File: src/rtl/mips_pkg.sv
// Shared MIPS core definitions: fetch FSM states and fetch constants.
package mips_pkg;

   typedef enum logic [1:0] {
      BOOT = 2'd0,
      RUN  = 2'd1,
      HALT = 2'd2
   } fetch_state_t;

   localparam logic [31:0] NOP_INSTR = 32'h0000_0000;
   localparam logic [31:0] PC_STEP   = 32'd4;

endpackage

File: src/rtl/fetch_unit_if_id_reg.sv
// IF/ID pipeline register: synchronous flush beats hold, hold beats load.
module if_id_reg
   import mips_pkg::*;
(
   input  logic        clk,
   input  logic        rst_n,
   input  logic        hold,
   input  logic        flush,
   input  logic [31:0] load_instr,
   input  logic [31:0] load_pc4,
   output logic [31:0] instr,
   output logic [31:0] pc4,
   output logic        valid
);

   always_ff @(posedge clk or negedge rst_n) begin
      if (!rst_n) begin
         instr <= NOP_INSTR;
         pc4   <= '0;
         valid <= 1'b0;
      end else if (flush) begin
         instr <= NOP_INSTR;
         pc4   <= '0;
         valid <= 1'b0;
      end else if (!hold) begin
         instr <= load_instr;
         pc4   <= load_pc4;
         valid <= 1'b1;
      end
   end

endmodule

File: src/rtl/fetch_unit.sv
// Instruction-fetch stage: PC, next-PC selection, fetch halt checks and IF/ID register.
module fetch_unit
   import mips_pkg::*;
#(
   parameter logic [31:0] RESET_PC = 32'h0000_0000,
   parameter int unsigned ROM_SIZE = 64
) (
   input  logic        clk,
   input  logic        rst_n,
   input  logic        stall,
   input  logic        redirect_valid,
   input  logic [31:0] redirect_target,
   input  logic [31:0] imem_rdata,
   output logic [31:0] imem_addr,
   output logic [31:0] pc,
   output logic [31:0] if_id_instr,
   output logic [31:0] if_id_pc4,
   output logic        if_id_valid,
   output logic        halted,
   output logic        fault_misaligned
);

   fetch_state_t state, state_next;
   logic [31:0]  pc_next;
   logic [31:0]  pc_plus4;
   logic         out_of_range;
   logic         hold;
   logic         flush;
   logic         fault_set;

   assign imem_addr    = {2'b00, pc[31:2]};
   assign pc_plus4     = pc + PC_STEP;
   assign out_of_range = imem_addr >= ROM_SIZE;
   assign halted       = (state == HALT);

   always_ff @(posedge clk or negedge rst_n) begin
      if (!rst_n) begin
         state            <= BOOT;
         pc               <= RESET_PC;
         fault_misaligned <= 1'b0;
      end else begin
         state <= state_next;
         pc    <= pc_next;
         if (fault_set)
            fault_misaligned <= 1'b1;
      end
   end

   always_comb begin
      state_next = state;
      pc_next    = pc;
      hold       = 1'b0;
      flush      = 1'b0;
      fault_set  = 1'b0;
      case (state)
         BOOT: begin
            state_next = RUN;
            pc_next    = pc_plus4;
         end
         RUN: begin
            if (redirect_valid && (redirect_target[1:0] != 2'b00)) begin
               state_next = HALT;
               flush      = 1'b1;
               fault_set  = 1'b1;
            end else if (redirect_valid) begin
               pc_next = redirect_target;
               flush   = 1'b1;
            end else if (stall) begin
               hold = 1'b1;
            end else if (out_of_range) begin
               state_next = HALT;
               flush      = 1'b1;
            end else begin
               pc_next = pc_plus4;
            end
         end
         default: begin
            // HALT (and any illegal encoding) freezes everything until reset
            state_next = HALT;
            hold       = 1'b1;
         end
      endcase
   end

   if_id_reg u_if_id (
      .clk        (clk),
      .rst_n      (rst_n),
      .hold       (hold),
      .flush      (flush),
      .load_instr (imem_rdata),
      .load_pc4   (pc_plus4),
      .instr      (if_id_instr),
      .pc4        (if_id_pc4),
      .valid      (if_id_valid)
   );

endmodule

File: config.mk
export PLATFORM = sky130hd
export DESIGN_NAME = fetch_unit
export DESIGN_NICKNAME = d
export VERILOG_FILES = /design/src/rtl/mips_pkg.sv /design/src/rtl/fetch_unit_if_id_reg.sv /design/src/rtl/fetch_unit.sv
export SDC_FILE = /design/constraint.sdc
export NUM_CORES = 1
export LEC_CHECK = 0
export CAP_MARGIN = 0
export CELL_PAD_IN_SITES_DETAIL_PLACEMENT = 0
export CELL_PAD_IN_SITES_GLOBAL_PLACEMENT = 1
export CORE_MARGIN = 3
export CORE_UTILIZATION = 31
export CTS_CLUSTER_SIZE = 12
export DETAILED_ROUTE_END_ITERATION = 10
export GPL_ROUTABILITY_DRIVEN = 0
export PLACE_DENSITY = 0.77
export SYNTH_ARGS = -nofsm -noshare
export SYNTH_HDL_FRONTEND = slang
export SYNTH_HIERARCHICAL = 1
export SYNTH_SLANG_ARGS = --single-unit
File: constraint.sdc
create_clock -name clk -period 1.83 [get_ports clk]
set_input_delay 0.549 -clock clk [delete_from_list [all_inputs] [get_ports clk]]
set_output_delay 0.549 -clock clk [all_outputs]
set_load 0.005 [all_outputs]
[Word level (Yosys, flattened, before mapping)]
Cells that the tools add are included.
Cells by class
  add/subtract/negate cells: 1
  magnitude comparators: 1
  equality and inequality tests: 9
  multiplexer cells: 27
  reductions and logical operators: 6
Operators by type and width (count)
  32-bit two-way mux: 8
  32-bit case mux with 2 select lines: 1
  32-bit by 3-bit adder with 32-bit output (second input constant): 1
  30-bit by 7-bit >= comparator with 1-bit output (second input constant): 1
  3-bit != test (second input constant): 5
  1-bit two-way mux: 12
  2-bit two-way mux: 4
  2-bit != test (second input constant): 2
  2-bit case mux with 2 select lines: 1
  4-bit AND reduction: 1
  2-bit nonzero test: 2
  3-bit AND reduction: 1
  2-bit by 1-bit equality test with 1-bit output (second input constant): 1
  2-bit equality test (second input constant): 1
  2-bit zero test: 1
  1-bit case mux with 2 select lines: 1
  1-bit logical AND: 1
Word-level totals
  bits in registers: 100
  input bits: 68
  word-level logic and storage cells: 50

[Longest topological paths before layout]
  word-level depth: 7
  gate-level depth with buffers: 9
  gate-level depth less buffers: 7

[By module]
Netlist, hierarchy kept.
By module, submodules not included
  fetch_unit: instances 1, cells an instance 329, area an instance 2857.7 µm², seq. area each 875.8 µm²
  if_id_reg: instances 1, cells an instance 209, area an instance 2638.8 µm², seq. area each 1626.6 µm²

[Least setup slack after synthesis]
Ideal clock, no wire load.
  path type: register -> register
  start point: reg pc[18]
  end point: reg u_if_id.instr[0]
  arrival: 1.780 ns
  data required time: 1.698 ns
  path slack: -0.082 ns
  cell stages (with the launch flop): 10
  path buffers: 3
  cell sequence: dfrtp_1 -> buf_2 -> nor4_1 -> nand4_1 -> nor2_1 -> o21ba_2 -> nor3b_1 -> buf_2 -> clkbuf_1 -> nor2_1
On the way
  word-level cells in the longest chain between the ends: 7
RTL lines
  start: declaration: RTL line fetch_unit.sv:15  | output logic [31:0] pc,
  start signal: assignment: RTL line fetch_unit.sv:43  | pc <= pc_next;
  30-bit by 7-bit >= comparator with 1-bit output *: RTL line fetch_unit.sv:33  | assign out_of_range = imem_addr >= ROM_SIZE;
  1-bit two-way mux *: RTL line fetch_unit.sv:70  | end else if (out_of_range) begin
  1-bit two-way mux *: RTL line fetch_unit.sv:68  | end else if (stall) begin
  1-bit two-way mux *: RTL line fetch_unit.sv:65  | end else if (redirect_valid) begin
  1-bit two-way mux *: RTL line fetch_unit.sv:61  | if (redirect_valid && (redirect_target[1:0] != 2'b00)) begin
  1-bit two-way mux *: RTL line fetch_unit.sv:55  | case (state)
  via flush: RTL line fetch_unit.sv:28  | logic flush;
  2-bit != test (no source line) or 32-bit two-way mux (tied branches)
  end signal: assignment: RTL line fetch_unit_if_id_reg.sv:26  | instr <= load_instr;
  end: declaration: RTL line fetch_unit_if_id_reg.sv:11  | output logic [31:0] instr,
Mark *: on every way through the listed nets, which the timed path passes. The rest lies on a longest branch.
A chain may end at the register's enable or synchronous reset.

[Final worst setup path]
  start point: reg pc[20]
  end point: reg pc[4]
On the way
  word-level cells in the longest chain between the ends: 3
RTL lines (RTL line)
  30-bit by 7-bit >= comparator with 1-bit output: fetch_unit.sv:33
  3-bit != test (no source line)
  4-bit AND reduction (no source line)
No other way between the ends.

==> results_dict.tcl <==
set metrics [dict create \
    dpl-instance-area_um2 7930 \
    die_area_um2 19400 \
    power_mw 9.50 \
    numCtsBuffers 9 \
    whs_ps 96.6 \
    syn-cell-area_um2 5500 \
    fill_cells 1451 \
    num_rows 48 \
    timing.setup.tns_ps -9910 \
    clock_skew_ps 8.20 \
    fin_crit_ps 2040 \
    drt_iter0_drc 395 \
    critical_path_class "reg2reg" \
    drtPass1Iterations 5 \
    synth_flop_cell "dfrtp_1" \
    slowest_stage "dfrtp_1" \
    layout_common_cells "131 x clkdlybuf4s50_1, 94 x dfrtp_1, 79 x buf_4, 66 x mux2i_1, 49 x buf_6" \
    clockRootBuffer "clkbuf_16" \
    worstPathRequired_ps 2070 \
    powerDensity_nw_per_um2 1010 \
    cp-end-kind "flip-flop" \
    layout_commonest_cell "clkdlybuf4s50_1" \
    grt_max_degree 45 \
    clk_pin_slew_worst_paths_ps 70 \
    hold_viol_final 0 \
    pre_cts_ws_ps -594 \
    ios 199 \
    dpl.hpwl_um 12300 \
    crit_arrival_ps 2290 \
    synth_cells 538 \
    ys_seq_elements 100 \
    synthArstFlopShare_pct 100 \
    layout_worst_path_cycle_share_pct 112 \
    yosysWarnings 6 \
    status "finished with violations" \
    cp_num_buf_inv 2 \
    final_util_pct 54.6 \
    die_x_um 139 \
    routed_via_density 4.95 \
    overflow 0 \
    worst_slack_ps -215 \
    stdcell_count 1048 \
    fin_area_um2 9450 \
    seq_area_frac_synth_pct 45.5 \
    syn_to_final_growth_pct 71.9 \
    violations "negative setup slack" \
    tritoncts "yes" \
    multi_input_area_um2 2940 \
    drive_above_1_share_pct 34.6 \
    num_vias 5191 \
    core-area_um2 17300 \
    min_path_type "in2async" \
    grt_pass1_vias 5159 \
    path_cells "nor4_4, nand4_1, buf_6, o32a_4, bufbuf_16, nand2_1, o21ai_1" \
    total_leakage_power_nw 4.45 \
    h-tree-depth 3 \
    cts.sinks 100 \
    fin_nets 889 \
    setup_viol 79 \
    fmax_mhz 489 \
    antenna_found_initial 0 \
    grt_pass1_wl_um 27800 \
    grtUsageTotal_pct 17.8 \
    dp_cells 962 \
    avgSynthCellArea_um2 10.2 \
    maxCapViolCount 0 \
    drtAntennaViolNets 0 \
    clk_latency_ps 360 \
    clockBufferDepth 2 \
    port_buffers 196 \
    path_delay_family "simple AND/OR/NAND/NOR gates" \
    finalMaxSlewViolations 0 \
    crit_path_start_kind "flip-flop" \
    diodes 0 \
    cp_max_fo 12 \
    ff_latch_area_um2 2510 \
    postRouteWirelength_um 19000 \
    drc_errors 0 \
    die_h_um 139 \
    rsz0062_at_grt "yes" \
    peakVddDrop_mv 0.561 \
    start_util_pct 31.8 \
    wire_per_inst_um 18.1 \
    slowest_delay_ps 420 \
    synth_edf_count 0 \
    ys_types 54 \
]
## synth_stat cells, types with 2 or more instances
cell type / n / area, um2
a21oi_1: 9 / 45.0
nor4_1: 9 / 56.3
buf_6: 4 / 45.0
mux2i_1: 67 / 671
and2_1: 4 / 25.0
clkbuf_1: 14 / 52.6
ha_1: 2 / 25.0
inv_1: 5 / 18.8
a2bb2oi_2: 8 / 120
o21ai_0: 3 / 15.0
nand4_1: 11 / 68.8
o21ba_2: 2 / 20.0
and3_1: 7 / 43.8
a22oi_1: 6 / 45.0
xor2_1: 10 / 87.6
buf_2: 10 / 50.1
o22ai_1: 13 / 81.3
o2bb2ai_1: 5 / 43.8
buf_4: 37 / 278
dfrtp_1: 100 / 2500
nor3_1: 4 / 20.0
buf_8: 5 / 75.1
a21oi_2: 11 / 96.3
nand3_1: 14 / 70.1
xnor2_1: 18 / 158
a21boi_0: 2 / 15.0
nand2_1: 31 / 116
nor2_1: 82 / 308
or3_1: 2 / 12.5
o21bai_1: 3 / 22.5
a2bb2oi_1: 4 / 35.0
o21ai_1: 14 / 70.1
## path summary, 6_finish.rpt
path / start / end / slack, ps / depth (start not counted)
worst max register to register: pc[20] / pc[4] / -210 / 7
min in group clk: fault_misaligned / fault_misaligned / 480 / 1
max in group asynchronous: rst_n / pc[2] / 1130 / 2
worst min register to register: fault_misaligned / fault_misaligned / 480 / 1
worst max-delay path: pc[20] / pc[4] / -210 / 7
worst min-delay path: rst_n / u_if_id/instr[6] / 100 / 1
## kinds of logic after synthesis
| logic type | count (synthesis) | synth area share, % |
|---|---|---|
| AO/OA/AOI/OAI | 91 | 13.3 |
| buffers and inverters | 77 | 9.61 |
| flip-flops | 100 | 45.5 |
| adder cells (fa/ha/maj) | 2 | 0.455 |
| XOR/XNOR | 28 | 4.46 |
| other | 1 | 0.0682 |
| multiplexers | 67 | 12.2 |
| AND/OR/NAND/NOR | 172 | 14.4 |
## cell type report
type	count	share of cell area, %
Clock inverter	4	0.543
Timing Repair Buffer	341	36.2
Clock buffer	11	2.46
Inverter	5	0.199
Sequential cell	100	26.6
Tap cell	225	2.98
Multi-Input combinational cell	362	31.1
## routing by layer
layer  routed length, um  part of all wire [%]  global-route usage (%)  vias to the layer above
met2                9490                    50                    29.3                      188
met4                 426                   2.2                    6.75                        0
met5                   0                     0                       0                        -
met3                 851                   4.5                    2.93                       36
li1                    -                     -                       -                     2416
met1                8190                    43                    23.6                     2551
## sequential cells by signal, indices dropped and copies added, names as in the netlist
register	flops
fault_misaligned	1
pc	32
state	2
u_if_id/instr	32
u_if_id/pc4	32
u_if_id/valid	1
## report_power, final
part	switching [mW]	total (mW)	internal, mW	leakage (nW)
Combinational	1.67	4.24	2.57	3.16
Sequential	0.442	3.34	2.90	1.15
Clock	0.866	1.92	1.06	0.136
## repair_timing
action | CTS | global route
gates resized for setup | 128 | 131
endpoints found under the hold margin | 0 | 0
endpoints found under the setup margin | 149 | 112
pin swaps | 15 | 38
buffers inserted | 39 | 29
hold buffers | 0 | 0
cloned | 1 | 6
Power figures use the tool's default switching activity.
